<file path="config.mk">
export PLATFORM = sky130hd
export DESIGN_NAME = scan_test_ctrl
export DESIGN_NICKNAME = d
export VERILOG_FILES = /design/src/rtl/scan_pkg.sv /design/src/rtl/scan_cmp.sv /design/src/rtl/scan_test_ctrl.sv
export SDC_FILE = /design/constraint.sdc
export NUM_CORES = 1
export LEC_CHECK = 0
export BUFFER_PORTS_ARGS = -buffer_cell sky130_fd_sc_hd__buf_2
export CAP_MARGIN = 20
export CORE_ASPECT_RATIO = 0.5
export CORE_MARGIN = 1.5
export CORE_UTILIZATION = 47
export DETAILED_ROUTE_END_ITERATION = 8
export HOLD_SLACK_MARGIN = 0.1
export PLACE_DENSITY = 0.78
export SLEW_MARGIN = 10
export SYNTH_ARGS = -nofsm -noshare
export SYNTH_HDL_FRONTEND = slang
export SYNTH_SLANG_ARGS = --single-unit
</file>
<file path="constraint.sdc">
create_clock -name clk -period 2.8 [get_ports clk]
set_input_delay 0.28 -clock clk [delete_from_list [all_inputs] [get_ports clk]]
set_output_delay 0.28 -clock clk [all_outputs]
set_load 0.05 [all_outputs]
</file>
<file path="src/rtl/scan_pkg.sv">
// Shared definitions for the scan test controller: FSM state encoding and
// default chain / pattern-counter sizes.
package scan_pkg;

  typedef enum logic [2:0] {
    ST_IDLE    = 3'd0,
    ST_LOAD    = 3'd1,
    ST_SHIFT   = 3'd2,
    ST_CAPTURE = 3'd3,
    ST_UNLOAD  = 3'd4,
    ST_DONE    = 3'd5
  } state_t;

  localparam int DEF_CHAIN_LEN = 4;
  localparam int DEF_PAT_W     = 8;

endpackage

</file>
<file path="src/rtl/scan_cmp.sv">
// Response comparator: checks one scan_out bit per shift cycle against the
// expected vector and reports whether the current pattern had any mismatch.
module scan_cmp #(
  parameter int CHAIN_LEN = 4,
  parameter int CNT_W     = (CHAIN_LEN > 1) ? $clog2(CHAIN_LEN) : 1
) (
  input  logic                 clk,
  input  logic                 rst,
  input  logic                 en,
  input  logic                 last,
  input  logic [CHAIN_LEN-1:0] exp_vec,
  input  logic [CNT_W-1:0]     idx,
  input  logic                 scan_out,
  output logic                 pat_fail
);

  logic bit_mis;
  logic mis_reg;

  assign bit_mis  = en && (scan_out != exp_vec[idx]);
  // Includes the current bit so a mismatch on the final shift still counts.
  assign pat_fail = mis_reg | bit_mis;

  always_ff @(posedge clk or posedge rst) begin
    if (rst) begin
      mis_reg <= 1'b0;
    end else if (last) begin
      mis_reg <= 1'b0;
    end else if (bit_mis) begin
      mis_reg <= 1'b1;
    end
  end

endmodule

</file>
<file path="src/rtl/scan_test_ctrl.sv">
// Scan test controller: loads patterns, shifts them through the chain,
// pulses capture, and compares the unloaded response with the expected data.
module scan_test_ctrl
  import scan_pkg::*;
#(
  parameter int CHAIN_LEN = DEF_CHAIN_LEN,
  parameter int PAT_W     = DEF_PAT_W
) (
  input  logic                 clk,
  input  logic                 rst,
  input  logic                 start,
  input  logic [PAT_W-1:0]     num_pat,
  input  logic                 pat_valid,
  output logic                 pat_ready,
  input  logic [CHAIN_LEN-1:0] pat_stim,
  input  logic [CHAIN_LEN-1:0] pat_exp,
  output logic                 scan_en,
  output logic                 scan_in,
  input  logic                 scan_out,
  output logic                 capture_en,
  output logic                 busy,
  output logic                 done,
  output logic                 fail,
  output logic [PAT_W-1:0]     fail_cnt
);

  localparam int CNT_W = (CHAIN_LEN > 1) ? $clog2(CHAIN_LEN) : 1;
  localparam logic [CNT_W-1:0] LAST_BIT = CNT_W'(CHAIN_LEN - 1);

  state_t               state, state_next;
  logic [CNT_W-1:0]     shift_cnt;
  logic [CNT_W-1:0]     bit_idx;
  logic [PAT_W-1:0]     pat_cnt;
  logic [PAT_W-1:0]     num_pat_reg;
  logic [CHAIN_LEN-1:0] stim_reg;
  logic [CHAIN_LEN-1:0] exp_reg;
  logic [CHAIN_LEN-1:0] prev_exp_reg;
  logic [CHAIN_LEN-1:0] cmp_vec;
  logic                 shift_last;
  logic                 last_pat;
  logic                 cmp_en;
  logic                 cmp_last;
  logic                 pat_fail;

  assign shift_last = (shift_cnt == LAST_BIT);
  assign last_pat   = (pat_cnt == num_pat_reg - PAT_W'(1));
  assign bit_idx    = LAST_BIT - shift_cnt;

  // All scan-side outputs decode from registered state only.
  assign pat_ready  = (state == ST_LOAD);
  assign scan_en    = (state == ST_SHIFT) || (state == ST_UNLOAD);
  assign capture_en = (state == ST_CAPTURE);
  assign scan_in    = (state == ST_SHIFT) ? stim_reg[bit_idx] : 1'b0;
  assign busy       = (state == ST_LOAD) || (state == ST_SHIFT) ||
                      (state == ST_CAPTURE) || (state == ST_UNLOAD);
  assign done       = (state == ST_DONE);
  assign fail       = (fail_cnt != '0);

  // While shifting pattern N in, the chain still holds the response of N-1.
  assign cmp_en   = ((state == ST_SHIFT) && (pat_cnt != '0)) || (state == ST_UNLOAD);
  assign cmp_last = scan_en && shift_last;
  assign cmp_vec  = (state == ST_UNLOAD) ? exp_reg : prev_exp_reg;

  scan_cmp #(
    .CHAIN_LEN (CHAIN_LEN),
    .CNT_W     (CNT_W)
  ) u_cmp (
    .clk      (clk),
    .rst      (rst),
    .en       (cmp_en),
    .last     (cmp_last),
    .exp_vec  (cmp_vec),
    .idx      (bit_idx),
    .scan_out (scan_out),
    .pat_fail (pat_fail)
  );

  always_ff @(posedge clk or posedge rst) begin
    if (rst) begin
      state <= ST_IDLE;
    end else begin
      state <= state_next;
    end
  end

  always_comb begin
    state_next = state;
    case (state)
      ST_IDLE, ST_DONE: begin
        if (start) begin
          state_next = (num_pat == '0) ? ST_DONE : ST_LOAD;
        end
      end
      ST_LOAD:    if (pat_valid) state_next = ST_SHIFT;
      ST_SHIFT:   if (shift_last) state_next = ST_CAPTURE;
      ST_CAPTURE: state_next = last_pat ? ST_UNLOAD : ST_LOAD;
      ST_UNLOAD:  if (shift_last) state_next = ST_DONE;
      default:    state_next = ST_IDLE;
    endcase
  end

  always_ff @(posedge clk or posedge rst) begin
    if (rst) begin
      shift_cnt    <= '0;
      pat_cnt      <= '0;
      num_pat_reg  <= '0;
      stim_reg     <= '0;
      exp_reg      <= '0;
      prev_exp_reg <= '0;
      fail_cnt     <= '0;
    end else begin
      case (state)
        ST_IDLE, ST_DONE: begin
          if (start) begin
            num_pat_reg <= num_pat;
            pat_cnt     <= '0;
            shift_cnt   <= '0;
            fail_cnt    <= '0;
          end
        end
        ST_LOAD: begin
          if (pat_valid) begin
            stim_reg     <= pat_stim;
            exp_reg      <= pat_exp;
            prev_exp_reg <= exp_reg;
            shift_cnt    <= '0;
          end
        end
        ST_SHIFT, ST_UNLOAD: begin
          shift_cnt <= shift_last ? '0 : shift_cnt + CNT_W'(1);
          if (cmp_last && pat_fail && (fail_cnt != '1)) begin
            fail_cnt <= fail_cnt + PAT_W'(1);
          end
        end
        ST_CAPTURE: pat_cnt <= pat_cnt + PAT_W'(1);
        default: ;
      endcase
    end
  end

endmodule

</file>
==> results by stage, run 1 <==
Logic synthesis:
- Yosys mapped a number of flops with a built-in enable equal to 0.
- Synthesis produced a netlist with a net count of 284.
- Among all flip-flop cells after synthesis, the most frequent one is sky130_fd_sc_hd__dfrtp_1.
- After technology mapping, the gate count stands at 257.
- The count of different cell masters after synthesis is 51.
- The sequential fraction of the synthesis area is 42.8%.
- The post-synth design cell area is 0.00246 mm^2.
- The synthesized area per cell is 9.56 um^2.
- Of all flip-flops after synthesis, the portion carrying an async set or reset was 100%.
- After synthesis the netlist holds a flip-flop and latch count of 42.
- Yosys printed 0 warnings.

Clock network:
- The number of clock buffers added by TritonCTS is 5.
- Clock tree synthesis selected as its root buffer the cell sky130_fd_sc_hd__clkbuf_8.
- In this run the post-CTS setup repair buffer count came out at 0.
- The later-pin clock latency in the skew report is 0.29 ns.
- The total of hold buffers inserted after clock tree synthesis is 0.
- The clock passes through at most 2 buffers.
- After clock tree synthesis, the clock-pin slew on the worst setup and hold paths is 0.08 ns.
- The H-tree generated during clock tree synthesis spans 2 levels.
- The number of gates resized after CTS is 0.
- The clock net sink count is 42.
- TritonCTS built the clock tree.

Drt:
- The count of routing violations after the opening detailed-route iteration is 136.
- The number of remaining DRC errors is 0.
- The met1 layer wirelength in the final routing is 2530 um.
- Dividing the detail-routed wire length by the instance count gives 14.4 um.
- Signal routing reaches up to met4.
- The total number of vias is 2053.
- The met2 layer wire length in the routed design is 2520 um.
- The routed via count divided by cell count is 5.61.
- The total wire length is 5290 um.
- In this run the remaining antenna-violating nets after routing total 0.
- The routed design uses 167 um of met3 wire.
- The length of the first detailed-routing pass in iterations is 4.

Floorplan:
- The die covers 0.00569 mm^2.
- The floorplan has 18 rows.
- In this run the horizontal extent of the chip is 105 um.
- Measured along the y axis, the die boundary spans 54.1 um.
- The total area inside the core boundary comes to 0.00498 mm^2.
- The number of ports placed on the die boundary is 36.
- Once the floorplan was initialized, standard cells occupied 49.3% of the core.

Flow run:
- The max-capacitance violation count is 0.

Pwr:
- IR analysis of the VDD net gives a maximum drop of 0.000518 V.
- Dividing total power by cell area gives a power density of 943 mW/mm^2.
- The leakage power is 1.28 nW.

Final layout:
- The register area is 0.00105 mm^2.
- The synthesis-to-finish area growth is 14.7%.
- Summing all multi-input logic gate instances after layout gives 0.00132 mm^2.
- The post-layout net count is 322.
- The number of diodes added for antenna fixing is 0.
- Cells with a size suffix above 1 make up 23.6% of the layout.
- The filler cells instantiated in the layout total 428.

Timing:
- Of the available clock period, the critical path in the final layout requires 91.8%.
- The final worst setup slack is 0.228 ns.
- Setup repair after global routing left no endpoint under its margin.
- For the final database, setup skew stands at 0.00592 ns.
- The number of hold violations in the final report is 0.
- The maximum frequency from static timing analysis is 389 MHz.
- The relative slew slack is 31.1%.
- The worst path in the final design needs a cycle of 2.57 ns, including I/O delays and setup.
- The number of max-slew violations in the final report is 0.
- Adding up every negative setup slack in the final design gives 0 ns.
- The transition time at the pin with the least slew margin is 1.03 ns.
- The setup-violating endpoint count in the final report is 0.

Placed design:
- The placer's final routability congestion estimate is 0.787.
- The half-perimeter wire length after placement is 3830 um.
- OpenSTA, run right after detailed placement, puts the worst setup slack at 0.264 ns.
- During placement, the flow inserted port buffers numbering 35.

Outcome:
- The run finished with clean final reports.

Worst hold path:
- The worst hold path belongs to the class in2async.

Setup path:
- At the worst endpoint, the required time is 2.97 ns.
- STA classifies the critical path startpoint as a register.
- The startpoint-to-endpoint class of the critical path is reg2reg.
- The endpoint kind of the worst setup timing path is a register.
- Of all nets on the critical path, the largest fanout is 11.
- Data arrives at the worst endpoint at 2.74 ns.

GRT:
- The overflow left after global routing is 0.
- The first global-routing pass estimated 9000 um of wire.
- Global routing used 20.6% of the available tracks across all layers.
- The number of antenna violations at the first check in global routing is 0.
- The maximum number of pins on one net before global-route repair is 25.
- The via count of the first global-routing pass is 1931.
## power breakdown
| group | internal (W) | leakage [nW] | switching, W | total [W] |
|---|---|---|---|---|
| clock network | 0.000199 | 0.0482 | 0.000201 | 0.000400 |
| registers | 0.000802 | 0.539 | 0.000191 | 0.000993 |
| logic | 0.000521 | 0.690 | 0.000744 | 0.00126 |
| total | 0.00152 | 1.28 | 0.00114 | 0.00266 |
## layout by cell type, fill, tap and decap left out, drive strengths merged, types with 2 or more instances in the layout
| cell type | count |
|---|---|
| o21ai | 14 |
| o211ai | 5 |
| buf | 42 |
| mux2 | 12 |
| dfrtp | 42 |
| mux2i | 6 |
| a21oi | 5 |
| nor3 | 5 |
| clkinv | 2 |
| inv | 9 |
| mux4 | 3 |
| clkbuf | 7 |
| nand4 | 3 |
| xor2 | 5 |
| nor4b | 3 |
| xnor2 | 9 |
| nor2 | 14 |
| or4 | 3 |
| nand3 | 12 |
| nor3b | 5 |
| nand2 | 46 |
| ha | 6 |
| nand3b | 3 |
| a31oi | 3 |
| and3 | 2 |
| a22oi | 2 |
| o31ai | 3 |
| nand2b | 7 |
| nor4 | 4 |
## Yosys cell counts, types with 3 or more instances
master                      n  share of area, %
sky130_fd_sc_hd__o31ai_1    3              0.92
sky130_fd_sc_hd__nand2_1   46               7.0
sky130_fd_sc_hd__a31oi_1    3              0.76
sky130_fd_sc_hd__nand4_1    3              0.76
sky130_fd_sc_hd__o21ai_0   12               2.4
sky130_fd_sc_hd__mux2_2    12               5.5
sky130_fd_sc_hd__nor3b_1    4               1.2
sky130_fd_sc_hd__dfrtp_1   42                43
sky130_fd_sc_hd__xor2_1     5               1.8
sky130_fd_sc_hd__a21oi_1    5               1.0
sky130_fd_sc_hd__nor4_1     3              0.76
sky130_fd_sc_hd__mux2i_1    6               2.4
sky130_fd_sc_hd__o211ai_1   5               1.5
sky130_fd_sc_hd__nand3b_1   3              0.92
sky130_fd_sc_hd__xnor2_1    9               3.2
sky130_fd_sc_hd__nand2b_1   7               1.8
sky130_fd_sc_hd__ha_1       6               3.1
sky130_fd_sc_hd__or4_1      3              0.92
sky130_fd_sc_hd__nor3_1     5               1.0
sky130_fd_sc_hd__nor2_1    14               2.1
sky130_fd_sc_hd__nand3_1   12               2.4
sky130_fd_sc_hd__clkbuf_1   8               1.2
sky130_fd_sc_hd__inv_1      8               1.2
## final timing paths
| path | startpoint | endpoint | slack, ns | depth (start not counted) |
|---|---|---|---|---|
| setup / recovery | shift_cnt[0] | fail_cnt[2] | 0.23 | 6 |
| hold reg to reg | stim_reg[0] | stim_reg[0] | 0.50 | 1 |
| max in group asynchronous | rst | exp_reg[3] | 1.94 | 3 |
| setup reg to reg | shift_cnt[0] | fail_cnt[2] | 0.23 | 6 |
| min in group clk | num_pat[5] | num_pat_reg[5] | 0.19 | 3 |
| hold / removal | rst | pat_cnt[3] | 0.08 | 2 |
## routing by layer
metal,global-route usage [%],vias up
met1,25.7,1010
met2,35.7,43
met3,4.84,9
met4,8.22,0
met5,0,-
li1,-,991
## stage by stage
stage / hold WS (ns) / instance area (um^2) / utilization [%] / cells / total power [W]
floorplan: 0.385 / 2460 / - / 257 / 0.00196
detailed placement: 0.428 / 2730 / 54.8 / 358 / 0.00225
global placement: 0.423 / 2730 / 54.8 / 358 / 0.00219
CTS: 0.108 / 2820 / 56.6 / 366 / 0.00266
global route: 0.158 / 2820 / 56.6 / 366 / 0.00287
finish: 0.0806 / 2820 / 56.6 / 366 / 0.00266
## worst max-delay path, stage by stage, from the launching register on
cell and delay (ns):
sky130_fd_sc_hd__dfrtp_1 0.50, sky130_fd_sc_hd__mux4_1 0.58, sky130_fd_sc_hd__mux2i_1 0.17, sky130_fd_sc_hd__xnor2_1 0.10, sky130_fd_sc_hd__a31oi_1 0.78, sky130_fd_sc_hd__nor4b_2 0.15, sky130_fd_sc_hd__mux2i_1 0.16
## cell type report
class | count | area share, %
inverters | 10 | 1.33
clock buffers | 7 | 3.06
repair buffers | 42 | 8.08
multi-input cells | 194 | 46.9
well taps | 70 | 3.11
flip-flops and latches | 42 | 37.3
clock inverters | 1 | 0.178
## logic make-up (layout without fill, tap and decap cells)
kind of cell	Yosys count	count (layout)	share of synthesized area, %
adders and majority gates	6	6	3.06
AOI/OAI and AO/OA	42	42	11.2
DFF	42	42	42.8
and+or+nand+nor	111	111	23.5
muxes	21	21	10.9
xor gates and xnor gates	14	14	4.99
buffers and inverters	21	60	3.57
Power figures use the tool's default switching activity.
==> run 2, diff against run 1 <==
PLACE_DENSITY = 0.76   (was 0.78)
==> results by stage, run 2 (synthesis gave the netlist of run 1 again) <==
Drt:
- The count of routing violations after the opening detailed-route iteration is 116.
- The length of the first detailed-routing pass in iterations is 4.
- The final route contains 2033 vias.
- After detailed routing, the number of vias per cell comes to 5.54.
- Dividing the detail-routed wire length by the instance count gives 14.4 um.
- The number of remaining DRC errors is 0.
- The remaining antenna violation count after routing is 0.
- The total wire length is 5270 um.

Setup path:
- The biggest cell delay along the critical path is 0.58 ns.
- The critical-path cell with the highest stage delay is sky130_fd_sc_hd__mux4_1.
- The maximum fanout count along the critical path is 11.
- Data on the critical path arrives at its endpoint at 2.66 ns.
- By instance count, the cell type seen most on the critical path is sky130_fd_sc_hd__mux2i_1.
- The signal on the critical path passes through mux4_1 > mux2i_1 > xnor2_1 > a31oi_2 > nor4b_2 > mux2i_1.
- The worst setup path is launched from a register.
- The total buffers and inverters traversed by the critical path is 0.
- The startpoint-to-endpoint class of the critical path is reg2reg.
- The critical path's top delay family is multiplexers.
- The endpoint kind of the worst setup timing path is a register.
- Data on the critical path is required at its endpoint by 3.01 ns.

Clock network:
- The depth of the CTS H-tree is 2.
- TritonCTS built the clock tree.
- The longest clock path from root to sink contains 2 buffers.
- The CTS clock-pin slew for the worst setup and hold paths is 0.08 ns.
- For the worst-skew pair, the clock arrives at the later sink with an insertion delay of 0.29 ns.
- The clock net sink count is 42.
- The root buffer cell chosen for the clock tree is sky130_fd_sc_hd__clkbuf_8.
- The post-CTS setup buffer count is 0.
- In this run, CTS created clock tree buffers numbering 5.

Pwr:
- The worst-case IR drop observed on VDD is 0.000554 V.
- The leakage power is 1.28 nW.
- For this design the ratio of total power to cell area is 941 mW/mm^2.

Final layout:
- Of the cells placed in the final design, the portion with a size suffix greater than 1 is 24.2%.
- The number of antenna diodes in the final layout is 0.
- From synthesis to final layout, the design area changed by 15.5%.
- In the layout the commonest cells are sky130_fd_sc_hd__nand2_1 (46), sky130_fd_sc_hd__dfrtp_1 (42), sky130_fd_sc_hd__buf_2 (35).
- The library cell used most frequently in the layout, excluding fill and tap cells, is sky130_fd_sc_hd__nand2_1.
- The post-layout net count is 323.
- The final non-filler cell area is 0.00284 mm^2.
- The finished layout holds 367 standard cells, fillers aside.

Timing:
- The share of the clock period used by the worst path is 87.5%.
- The tightest hold path in the finished design has a slack of 0.195 ns.
- Setup repair after global routing left no endpoint under its margin.
- The transition time at the pin with the least slew margin is 0.569 ns.
- The setup clock skew after layout is 0.00615 ns.
- The setup-violating endpoint count in the final report is 0.
- For this run, the top clock speed supported by timing is 408 MHz.
- The minimum period implied by the final worst setup slack is 2.45 ns.
- The relative slew slack is 61.1%.
- The number of hold violations in the final report is 0.
- In the post-route analysis, the smallest setup slack over all paths is 0.350 ns.
- Adding up every negative setup slack in the final design gives 0 ns.
- The number of max-slew violations in the final report is 0.

GRT:
- The overflow left after global routing is 0.
- The global-route wire length before repair is 8800 um.
- Entering global routing, the biggest net connects 34 pins.
- The via count of the first global-routing pass is 1898.
- The total routing resource utilization after global routing is 20.1%.
- The number of antenna violations at the first check in global routing came to 0.

Placed design:
- Once placement completed, the tool counted placed cells totaling 358.
- The instance area at placement is 0.00273 mm^2.
- Input and output buffers added on the ports amount to 35.
- The placer's final routability congestion estimate is 0.797.
- After legalization and detailed placement, the total HPWL measured 3910 um.
- Prior to clock tree synthesis, the placed netlist has a worst setup slack of 0.257 ns.

Floorplan:
- For this design the top-level I/O count stands at 36.
- In this run the vertical extent of the chip is 54.1 um.
- The total number of placement rows is 18.
- The core area is 0.00498 mm^2.
- The die covers 0.00569 mm^2.
- The width of the chip is 105 um.
- The initial core utilization is 49.3%.

Flow run:
- The tool flagged a number of max-cap violations equal to 0.

Outcome:
- The flow ran to the end, and the final reports show no timing, DRC or antenna violations.

Worst hold path:
- The path class of the tightest hold or removal check is in2reg.
==> run 2: cell count changes in the layout (fill, tap and decap cells not counted), sizes merged <==
cell / change
clkbuf: -1
clkinvlp: +1
dlygate4sd3: +1
==> run 2: path summary, 6_finish.rpt <==
check | slack [ns] | startpoint | cells past startpoint | end
worst max-delay path | 0.35 | shift_cnt[0] | 6 | fail_cnt[2]
worst min register to register | 0.50 | num_pat_reg[7] | 2 | num_pat_reg[7]
max in group asynchronous | 1.54 | rst | 4 | exp_reg[1]
worst max register to register | 0.35 | shift_cnt[0] | 6 | fail_cnt[2]
worst min-delay path | 0.19 | num_pat[2] | 3 | num_pat_reg[2]
min in group asynchronous | 0.50 | rst | 3 | pat_cnt[2]
==> run 2: area by class of cell <==
class / count / area (um^2)
tap: 70 / 87.6
timing repair buffer: 43 / 238
multi-input combinational: 194 / 1330
clock buffer: 6 / 82.6
sequential: 42 / 1050
clock inverter: 2 / 12.5
inverter: 10 / 37.5
fill: 445 / 2140
==> run 2: metal layers <==
layer,up-vias,global-route usage [%],part of all wire [%]
li1,1001,-,-
met3,6,5.33,3.7
met2,33,35.2,48
met5,-,0,0
met4,0,7.53,0.80
met1,993,24.8,48
==> run 2: worst register-to-register path: stages (launching register included) <==
cell,delay [ns]
sky130_fd_sc_hd__dfrtp_1,0.49
sky130_fd_sc_hd__mux4_1,0.58
sky130_fd_sc_hd__mux2i_1,0.20
sky130_fd_sc_hd__xnor2_1,0.20
sky130_fd_sc_hd__a31oi_2,0.29
sky130_fd_sc_hd__nor4b_2,0.38
sky130_fd_sc_hd__mux2i_1,0.24
==> run 2: repair_timing <==
| action | CTS | global route |
|---|---|---|
| gates resized for setup | 0 | 1 |
| endpoints found under the hold margin | 9 | 0 |
| setup endpoints to repair | 0 | 3 |
| hold buffers | 1 | 0 |
==> run 2: metrics by stage <==
step                      util, %  power, W
after global placement       54.8   0.00219
after CTS                    56.9   0.00267
final                        57.0   0.00267
after global routing         57.0   0.00286
after detailed placement     54.8   0.00226
after floorplan                 -   0.00196
==> run 2: power by group <==
part           leakage (nW)  total [W]  switching, W  internal, W
registers             0.539   0.000995      0.000193     0.000802
logic                 0.695    0.00128      0.000753     0.000524
clock network        0.0472   0.000400      0.000202     0.000198
==> run 3, diff against run 2 <==
--- a/config.mk
+++ b/config.mk
@@ -11,6 +11,6 @@
 export CORE_MARGIN = 1.5
-export CORE_UTILIZATION = 47
+export CORE_UTILIZATION = 51
 export DETAILED_ROUTE_END_ITERATION = 8
 export HOLD_SLACK_MARGIN = 0.1
-export PLACE_DENSITY = 0.76
+export PLACE_DENSITY = 0.83
 export SLEW_MARGIN = 10
==> constraint.sdc (replaced) <==
create_clock -name clk -period 2 [get_ports clk]
set_input_delay 0.2 -clock clk [delete_from_list [all_inputs] [get_ports clk]]
set_output_delay 0.2 -clock clk [all_outputs]
set_load 0.1 [all_outputs]
==> results by stage, run 3 (synthesis gave the netlist of run 1 again) <==
Outcome:
- The run finished, with violations left.
- The final reports fail on setup timing.

Floorplan:
- The die covers 0.00527 mm^2.
- The initial utilization of the core area, before any placement, comes to 54.5%.
- During I/O placement, the number of pins put on the boundary was 36.
- After floorplanning, the core was sized to cover 0.00451 mm^2.
- Measured along the y axis, the die boundary spans 52.1 um.
- The total number of placement rows is 17.
- The width of the chip is 101 um.

Placed design:
- The half-perimeter wire length after placement is 4280 um.
- In this run the cell area measured after placement is 0.00304 mm^2.
- The number of input and output port buffers inserted is 35.
- Routability-driven placement finished with a final weighted congestion of 0.877.

Worst hold path:
- The min-delay analysis places its worst path in the category in2reg.

Clock network:
- The CTS clock-pin slew for the worst setup and hold paths is 0.09 ns.
- The H-tree was split into 2 levels.
- Counting every sink on the clock net gives 42.
- The clock reaches the later pin of the worst-skew pair after 0.30 ns.
- TritonCTS built the clock tree.
- The root buffer cell is sky130_fd_sc_hd__clkbuf_8.
- The number of buffers on the longest clock path is 2.
- In this run, CTS created clock tree buffers numbering 5.

Pwr:
- The power per unit of standard cell area is 1500 mW/mm^2.
- The leakage power is 1.48 nW.
- The peak supply drop is 0.00104 V.

GRT:
- The via count of the first global-routing pass was 2178.
- For met1 alone, demand over resource in global routing was 35.0%.
- The overflow left after global routing is 0.
- The busiest layer in global routing is met2.
- The number of antenna violations at the first check in global routing is 0.
- The total routing resource utilization after global routing is 26.4%.
- The maximum number of pins on one net before global-route repair is 43.
- The met2 routing resource usage after global routing is 43.5%.
- The met3 routing resource usage after global routing is 5.91%.
- The global-route wire length before repair is 10500 um.

Setup path:
- The biggest cell delay along the critical path is 0.42 ns.
- The worst setup path is of the reg2reg kind.
- STA puts the critical path data required time at 2.24 ns.
- Walking the worst path, the cells encountered are nor3b_4 > mux4_2 > mux2i_2 > xnor2_1 > a31oi_2 > buf_6 > or4_4 > nand2_2.
- The worst setup path is launched from a register.
- In this run the worst path has a maximum fanout of 6.
- Data arrives at the worst endpoint at 2.60 ns.
- Among all stages on the critical path, the largest delay is contributed by sky130_fd_sc_hd__or4_4.
- The endpoint kind of the worst setup timing path is a register.

Flow run:
- The max-capacitance violation count is 0.

Drt:
- The count of routing violations after the opening detailed-route iteration is 184.
- Dividing the detail-routed wire length by the instance count gives 17.4 um.
- The final layout contains routed wiring with a total length of 6700 um.
- The routed via count divided by cell count is 5.96.
- The length of the first detailed-routing pass in iterations is 5.
- The total number of vias is 2290.
- The number of remaining DRC errors is 0.
- The detail route stage leaves a number of antenna-violating nets equal to 0.

Final layout:
- The area growth from synthesis to layout is 34.3%.
- With fillers left out, the area of the finished cells amounts to 0.00330 mm^2.
- For this run, the share of the core covered by cells in the final layout is 73.1%.
- The number of diodes added for antenna fixing is 0.
- For this run, the post-layout net count is 344.
- The top cell types in the final layout, fill and taps aside, are sky130_fd_sc_hd__nand2_1 (44), sky130_fd_sc_hd__dfrtp_1 (33), sky130_fd_sc_hd__buf_2 (32).
- The post-route netlist has 39.9% of its cells at a drive strength greater than 1.
- The most common cell after layout, fill and taps aside is sky130_fd_sc_hd__nand2_1.

Timing:
- The number of max-slew violations in the final report is 0.
- After layout, the worst setup slack is -0.362 ns.
- The minimum period implied by the final worst setup slack is 2.36 ns.
- For the pin with the worst max-slew slack, the measured transition is 0.712 ns.
- For the final database, setup skew stands at 0.00678 ns.
- Setup repair after global routing could not meet its margin everywhere.
- The final critical path takes up 118% of the cycle.
- The number of hold violations in the final report is 0.
- Setup violations remaining at the end of the flow were counted as 9.
- The relative slew slack is 52.1%.
- Timing would allow up to 423 MHz.
-- run 3: timing repair --
action	in CTS	in global routing
gates cloned	0	1
setup endpoints to repair	10	11
hold buffers	1	0
setup buffers	3	2
endpoints found under the hold margin	42	0
gates resized for setup	7	21
pin swaps	6	11
-- run 3: worst max-delay path, delay by kind of cell (launching register included) --
family / cells / cell delay [ns]
muxes: 2 / 0.55
DFF: 1 / 0.41
xor gates and xnor gates: 1 / 0.22
buffers and inverters: 1 / 0.18
and+or+nand+nor: 3 / 0.76
AOI/OAI and AO/OA: 1 / 0.19
-- run 3: per-stage QoR --
stage               setup TNS (ns)  setup slack [ns]  std cells  hold slack [ns]  power [W]
finish                       -2.21            -0.362        384            0.111    0.00494
global route                 -3.21            -0.423        384            0.118    0.00520
CTS                         -0.983            -0.204        382            0.107    0.00466
detailed placement           -1.17            -0.217        370            0.362    0.00397
global placement            -0.397            -0.125        370            0.355    0.00387
floorplan                    -4.20            -0.355        257            0.305    0.00325
-- run 3: cell type report --
class / count / area (um^2)
multi-input combinational: 194 / 1560
fill: 302 / 1210
sequential: 42 / 1070
timing repair buffer: 64 / 460
clock buffer: 7 / 86.3
tap: 66 / 82.6
inverter: 10 / 41.3
clock inverter: 1 / 5.00
-- run 3: power breakdown --
group          switching, W  leakage (nW)  internal (W)
combinational       0.00166         0.912       0.00131
sequential         0.000257         0.524       0.00113
clock              0.000306        0.0482      0.000279
-- run 3: final timing paths --
path                                     start        endpoint  slack, ns  depth (start not counted)
worst min-delay path                num_pat[6]  num_pat_reg[6]       0.11                          3
worst max-delay path                  state[0]     fail_cnt[5]      -0.36                          8
min in group asynchronous                  rst      exp_reg[3]       0.57                          4
max in group asynchronous                  rst     fail_cnt[0]       1.01                          4
worst max register to register        state[0]     fail_cnt[5]      -0.36                          8
worst min register to register  num_pat_reg[7]  num_pat_reg[7]       0.52                          2
-- run 3: routing by layer --
layer  share of wire (%)  routed length (um)  up-vias
li1                    -                   -     1037
met5                   0                   0        -
met3                 7.6                 506       23
met4                 2.8                 189        0
met2                  47                3130      134
met1                  43                2870     1096
